## config.mk

```make
export PLATFORM = sky130hd
export DESIGN_NAME = ev_motor_pwm_driver
export DESIGN_NICKNAME = d
export VERILOG_FILES = /design/src/rtl/ev_motor_pwm_driver.sv
export SDC_FILE = /design/constraint.sdc
export NUM_CORES = 1
export LEC_CHECK = 0
export CORE_ASPECT_RATIO = 2
export CORE_MARGIN = 2
export CORE_UTILIZATION = 30
export DETAILED_ROUTE_END_ITERATION = 8
export HOLD_SLACK_MARGIN = 0.05
export PLACE_DENSITY = 0.58
export SLEW_MARGIN = 20
export SYNTH_ARGS = -nofsm -noshare
export SYNTH_HDL_FRONTEND = slang
export SYNTH_SLANG_ARGS = --single-unit
export TNS_END_PERCENT = 1
```

## constraint.sdc

```tcl
create_clock -name clk -period 6.53 [get_ports clk]
set_input_delay 0.653 -clock clk [delete_from_list [all_inputs] [get_ports clk]]
set_output_delay 0.653 -clock clk [all_outputs]
set_load 0.02 [all_outputs]
```

## src/rtl/ev_motor_pwm_driver.sv

```systemverilog
// Motor-side speed command receiver: slew-limited duty ramp driving a registered PWM gate output.
// E-stop overrides everything except reset and latches FAULT until explicitly cleared.
module ev_motor_pwm_driver #(
    parameter int unsigned RAMP_DIV  = 16,
    parameter int unsigned RAMP_STEP = 4
) (
    input  logic       clk,
    input  logic       rst_n,
    input  logic       ena,
    input  logic [7:0] cmd_speed,
    input  logic       cmd_valid,
    output logic       cmd_ready,
    input  logic       estop,
    input  logic       fault_clr,
    output logic       pwm_out,
    output logic [7:0] duty,
    output logic [2:0] state,
    output logic       at_target,
    output logic       fault
);

    localparam int unsigned      RampW    = (RAMP_DIV > 1) ? $clog2(RAMP_DIV) : 1;
    localparam logic [RampW-1:0] RampLast = RampW'(RAMP_DIV - 1);
    localparam logic [7:0]       StepMax  = 8'(RAMP_STEP);
    localparam logic [7:0]       PwmLast  = 8'd254;

    typedef enum logic [2:0] {
        StIdle   = 3'd0,
        StRampUp = 3'd1,
        StRampDn = 3'd2,
        StRun    = 3'd3,
        StFault  = 3'd4
    } state_e;

    state_e           state_q, state_d;
    logic [7:0]       target_q, target_d;
    logic [7:0]       duty_q, duty_d;
    logic [7:0]       pwm_cnt_q, pwm_cnt_d;
    logic [RampW-1:0] ramp_cnt_q, ramp_cnt_d;
    logic             pwm_q, pwm_d;

    logic [7:0] gap;
    logic [7:0] step;
    logic       boundary;
    logic       accept;

    assign cmd_ready = ena && (state_q != StFault);
    assign accept    = cmd_valid && cmd_ready;
    assign boundary  = ena && (pwm_cnt_q == PwmLast);

    // Clamping the step to the remaining gap keeps the ramp from overshooting or wrapping.
    assign gap  = (target_q > duty_q) ? (target_q - duty_q) : (duty_q - target_q);
    assign step = (gap < StepMax) ? gap : StepMax;

    always_comb begin
        state_d    = state_q;
        target_d   = target_q;
        duty_d     = duty_q;
        pwm_cnt_d  = pwm_cnt_q;
        ramp_cnt_d = ramp_cnt_q;
        pwm_d      = pwm_q;

        if (estop) begin
            state_d    = StFault;
            target_d   = 8'd0;
            duty_d     = 8'd0;
            pwm_cnt_d  = 8'd0;
            ramp_cnt_d = '0;
            pwm_d      = 1'b0;
        end else if (ena) begin
            if (state_q == StFault) begin
                if (fault_clr) begin
                    state_d = StIdle;
                end
            end else begin
                if (duty_q < target_q) begin
                    state_d = StRampUp;
                end else if (duty_q > target_q) begin
                    state_d = StRampDn;
                end else if (duty_q == 8'd0) begin
                    state_d = StIdle;
                end else begin
                    state_d = StRun;
                end

                pwm_d     = (pwm_cnt_q < duty_q);
                pwm_cnt_d = boundary ? 8'd0 : (pwm_cnt_q + 8'd1);

                if (boundary) begin
                    if (ramp_cnt_q == RampLast) begin
                        ramp_cnt_d = '0;
                        duty_d     = (target_q > duty_q) ? (duty_q + step) : (duty_q - step);
                    end else begin
                        ramp_cnt_d = ramp_cnt_q + RampW'(1);
                    end
                end

                // The step above deliberately sees the pre-accept target.
                if (accept) begin
                    target_d = cmd_speed;
                end
            end
        end
    end

    always_ff @(posedge clk) begin
        if (!rst_n) begin
            state_q    <= StIdle;
            target_q   <= 8'd0;
            duty_q     <= 8'd0;
            pwm_cnt_q  <= 8'd0;
            ramp_cnt_q <= '0;
            pwm_q      <= 1'b0;
        end else begin
            state_q    <= state_d;
            target_q   <= target_d;
            duty_q     <= duty_d;
            pwm_cnt_q  <= pwm_cnt_d;
            ramp_cnt_q <= ramp_cnt_d;
            pwm_q      <= pwm_d;
        end
    end

    assign pwm_out   = pwm_q;
    assign duty      = duty_q;
    assign state     = state_q;
    assign at_target = (duty_q == target_q);
    assign fault     = (state_q == StFault);

endmodule

```

-- After elaboration in Yosys (flattened, before gate mapping)
Cells that the tools add are included.
- add/subtract/negate cells: 6
- order comparisons: 5
- equality and inequality tests: 7
- mux-type cells: 12
- bitwise gates (word level): 2
- reduce and logical (&&, ||, !) cells: 12
- operators by type and width (cell ; count):
    8-bit two-way mux ; 4
    8-bit subtractor ; 3
    8-bit greater-than comparator ; 2
    8-bit less-than comparator ; 2
    3-bit two-way mux ; 4
    8-bit by 1-bit adder with 8-bit output, second input constant ; 1
    8-bit adder ; 1
    8-bit == test ; 1
    8-bit == test, second input constant ; 1
    8-bit zero test ; 1
    8-bit by 3-bit less-than comparator with 1-bit output, second input constant ; 1
    2-bit two-way mux ; 3
    3-bit inequality test, second input constant ; 2
    2-bit AND reduction ; 3
    3-bit AND reduction ; 2
    4-bit by 1-bit adder with 4-bit output, second input constant ; 1
    4-bit == test, second input constant ; 1
    4-bit two-way mux ; 1
    4-bit AND reduction ; 1
    3-bit == test, second input constant ; 1
    1-bit logical AND ; 3
    2-bit inequality test, second input constant ; 1
    1-bit NOT ; 2
    2-bit nonzero test ; 1
    2-bit OR reduction ; 1
- register bits after elaboration: 32
- input port bits: 14
- output and inout bits: 15
- word-level logic and storage cells: 51

-- Depth between registers and ports, before layout
Gate-level depths: netlist of run 1.
- word-level depth: 7
- gate-level depth with buffers: 23
- depth with buffers taken out: 22

-- Worst setup path after synthesis of run 1
OpenSTA, ideal clock, no wires.
- path type: register to register
- start: register duty_q[1], in the netlist duty[1]
- end: register duty_q[7], in the netlist duty[7]
- library setup time: 0.116 ns
- arrival time: 4.759 ns
- data required time: 6.414 ns
- path slack: 1.655 ns
- stages on the path, launching flop included: 22
- clock period less this slack: 4.875 ns
- cells stage by stage: dfxtp_1 > inv_1 > fa_1 > a211oi_1 > o21bai_1 > a21oi_1 > xnor2_1 > o32ai_1 > and2_1 > buf_2 > nand2b_1 > ha_1 > a22oi_1 > ha_1 > nor2b_1 > o21ai_0 > a21oi_1 > o41ai_1 > or4_1 > o311a_1 > a311oi_1 > a41o_1
- word-level cells in the longest chain between the ends: 6
- RTL lines (element ; RTL line ; text):
    from (decl) ; 37 ; logic [7:0] duty_q, duty_d;
    from (signal assigned) ; 117 ; duty_q <= duty_d;
    8-bit subtractor / 8-bit greater-than comparator (equally long branches) ; 52, 92 ;
    8-bit two-way mux ; 52 ; assign gap = (target_q > duty_q) ? (target_q - duty_q) : (duty_q - target_q);
    8-bit by 3-bit less-than comparator with 1-bit output ; 53 ; assign step = (gap < StepMax) ? gap : StepMax;
    8-bit two-way mux ; 53 ;
    8-bit subtractor / 8-bit adder (equally long branches) ; 92 ; duty_d = (target_q > duty_q) ? (duty_q + step) : (duty_q - step);
    8-bit two-way mux * ; 92 ;
Mark *: on every way between the ends. The rest lies on a longest branch, timed or not.
A chain may end at the register's enable or synchronous reset.

-- Worst setup path after layout of run 1
- start: register duty_q[5], in the netlist duty[5]
- end: register duty_q[7], in the netlist duty[7]
Same word-level chain as after synthesis.

==> key figures, run 1 <==
Run status
  – Result of the run: finished, final reports clean

Final layout
  – Share of the core filled with cells in the final layout: 0.3704
  – Antenna fix cells: 0
  – Synth-to-layout area growth: 20.07%
  – Fill cell count: 960
  – Share of layout cells above drive strength 1: 0.06216
  – Most used cells in the layout excluding fill and tap cells: 40 x a21oi_1, 39 x nand2_1, 34 x ha_1, 32 x dfxtp_1, 28 x clkdlybuf4s50_1
  – Most common cell after layout, fill and taps aside: a21oi_1
  – Final non-filler cell area: 3203 µm²
  – # nets final: 421

Floorplanning
  – Count of pins on the block boundary: 29
  – CORE AREA: around 8600 µm²
  – Die ar.: 9708 µm²
  – Placement row count: 48
  – Vertical die dimension: ~140 µm
  – Initial Utilization: 0.3084
  – Die span in x: 70.68 µm

Power and ir drop
  – Power per standard cell area: around 180 nW/µm²
  – IR Drop Worst-Case VDD: 0.1683 mV
  – Static Leak: 1.225 nW

Clock network
  – PostCTS Resize Cnt: 0
  – Number of post-CTS setup repair buffers: 0
  – Clock tree from TritonCTS: built
  – CTS Sinks: 32
  – Maximum level of the CTS H-tree: 2
  – CTS hold repair buffers: 0
  – Root Buffer Master: clkbuf_16
  – Number of buffers created by CTS: 5
  – Worst-path clk slew: 0.05 ns
  – Clock latency on the worst-skew pair: 0.28 ns
  – Maximum clock path buffer count: 2

Global routing
  – Pin count of the biggest net entering global routing: 28
  – Antenna violations before repair: 0
  – Global-route wire length before repair: 12700 µm
  – Aggregate global routing overflow: 0
  – Via count of the first global-routing pass: 2501
  – Total global-route track usage: 0.1721

Detailed routing
  – First-pass iteration count of the detailed router: 4
  – Number of violations reported at the end of detailed-routing iteration 0: 140
  – Total vias in the final route: ~2500
  – Total routed wirelength: roughly 8000 µm
  – Drt drc: 0
  – Vias per inst: ~5.4
  – Remaining number of nets flagged by the antenna check after routing: 0
  – Average detailed-routed wire length per instance: approximately 17 µm

Run
  – Number of max-capacitance violations reported: 0

STA
  – Number of hold-slack violations in the final timing report: 0
  – Final period utilization: 0.8823
  – Number of max-slew violations in the final report: 0
  – Sum of negative setup slack: 0 ns
  – Worst Tran Pin Value: 0.7939 ns
  – Final period demand of the worst path: between 5 and 6 ns
  – Final-report setup violation count: 0
  – Slew HR: 0.4688
  – Max Clk Rate: between 150 and 200 MHz
  – Final worst clock skew: 0.005597 ns
  – Unrepaired setup endpoints after global routing: no

Placed design
  – Total of buffers placed on input and output ports: 28
  – Placement-stage cell area: 3050 µm²
  – GPL Wtd Cong: 0.9189
  – Estimated wirelength of the detail-placed design: 6422 µm

Hold path
  – Worst min-delay path class: flop to flop

Synthesis
  – Largest area contributor in the netlist: dfxtp_1
  – Leading register cell type out of synthesis: dfxtp_1
  – Post-Synthesis Cells: 344
  – Distinct cell type count after synthesis: 59
  – Combined area of all synthesized cells: around 2700 µm²
  – Nets in the synthesized netlist: a little under 400
  – Post-Synthesis Mean Instance Area: 7.755 µm²
  – Synthesis-stage register bit count: 32
  – Synth warn: 0
  – Post-synthesis async set-or-reset flop share: 0
  – Number of synthesized flops with an enable pin: 0
  – Fraction of synthesized cell area taken by the top area cell type: 0.2402
  – Share of synthesized area occupied by flip-flops and latches: 0.2402
  – Synth area leaders: dfxtp_1 24%, ha_1 16%, a21oi_1 7.5%, nand2_1 5.5%, nor2_1 3.8%

Setup path
  – Worst endpoint data arrival time: 5.99 ns
  – Required time at the worst-slack endpoint: 6.76 ns
  – Classification of the worst setup path: flop to flop
  – Critical path capture point type: flop
  – Crit-path max FO: 14
  – Startpoint kind of the worst setup timing path: flop
[final timing paths]
check / startpoint / to / slack (ns) / depth (start not counted)
max reg2reg: duty[5]$_SDFFE_PP0P_ / duty[7]$_SDFFE_PP0P_ / 0.77 / 20
min reg2reg: pwm_out$_SDFFE_PP0P_ / pwm_out$_SDFFE_PP0P_ / 0.46 / 2
max: duty[5]$_SDFFE_PP0P_ / duty[7]$_SDFFE_PP0P_ / 0.77 / 20
min: pwm_out$_SDFFE_PP0P_ / pwm_out$_SDFFE_PP0P_ / 0.46 / 2
[metrics by stage]
stage / hold WS, ns / setup WS, ns / cells / power, W
2_1_floorplan: 0.4530 / 1.655 / 344 / 0.0002937
3_3_place_gp: 0.4455 / 0.9645 / 463 / 0.0003261
3_5_place_dp: 0.4537 / 0.7707 / 463 / 0.0003267
4_1_cts: 0.4603 / 0.7663 / 470 / 0.0005716
5_1_grt: 0.4973 / 0.2028 / 470 / 0.0005935
6_report: 0.4559 / 0.7684 / 470 / 0.0005673
[routing by layer]
metal  part of all wire  up-vias  track usage
met4              0.048        0       0.1017
li1                   -     1265            -
met3              0.029       20      0.02560
met2               0.56       58       0.3328
met5                  0        -            0
met1               0.37     1178       0.1684
[cell families (layout without fill, tap and decap cells)]
kind of cell | after synthesis | after routing | synth area share
simple gates | 125 | 125 | 0.2434
compound gates | 92 | 92 | 0.2144
buf+inv | 39 | 65 | 0.05628
fa+ha+maj | 37 | 37 | 0.1820
flops | 32 | 32 | 0.2401
xor+xnor | 17 | 17 | 0.05582
mux | 2 | 2 | 0.007974
[sequential cells by signal, indices dropped and copies added, names as in the netlist]
| register | count |
|---|---|
| pwm_cnt_q | 8 |
| state | 3 |
| ramp_cnt_q | 4 |
| duty | 8 |
| target_q | 8 |
| pwm_out | 1 |
[area by class of cell]
class                           count  area (µm²)  area share
Sequential cell                    32       640.6      0.2000
Tap cell                          100       125.1     0.03906
Timing Repair Buffer               32       310.3     0.09688
Clock buffer                        7       152.6     0.04766
Multi-Input combinational cell    273        1877      0.5859
Inverter                           26       97.59     0.03047
[Yosys cell counts (3+ instances only)]
master	n
nor2_1	27
or3_1	5
nor3_1	4
clkbuf_1	9
a21oi_1	40
inv_1	25
o211ai_1	3
xnor2_1	9
ha_1	34
xor2_1	8
nand2_1	39
dfxtp_1	32
nand2b_1	5
o21a_1	3
nand4_1	5
a211oi_1	5
o21ai_0	14
nand3_1	11
a21o_1	9
fa_1	3
buf_2	3
nor2b_1	4
[report_power, final]
group / internal (W) / switching [W]
Sequential: 0.000198 / 0.00000213
Clock: 0.000160 / 0.0000835
Combinational: 0.0000544 / 0.0000699
Total: 0.000412 / 0.000156
[critical path, stage by stage (launching register included)]
cell and delay, ns:
dfxtp_1 0.51, inv_1 0.11, ha_1 0.57, nand4_2 0.22, or3_4 0.46, a21oi_2 0.34
nand2_1 0.09, o41ai_1 0.44, and2_1 0.35, nand2b_1 0.14, ha_1 0.29, a22oi_1 0.27
ha_1 0.28, nor2b_1 0.12, o21ai_0 0.18, a21oi_1 0.13, o41ai_1 0.46, and3_1 0.23
nand3_1 0.10, a311oi_1 0.29, a41o_1 0.12
No activity file was read; power rests on OpenSTA's default activity.
==> run 2, diff against run 1 <==
--- a/config.mk
+++ b/config.mk
@@ -5,6 +5,7 @@
 export SDC_FILE = /design/constraint.sdc
 export NUM_CORES = 1
 export LEC_CHECK = 0
+export CAP_MARGIN = 10
 export CORE_ASPECT_RATIO = 2
 export CORE_MARGIN = 2
 export CORE_UTILIZATION = 30
==> results of run 2 <==
Same layout as run 1: the final DEF is identical, and so are final timing and power.
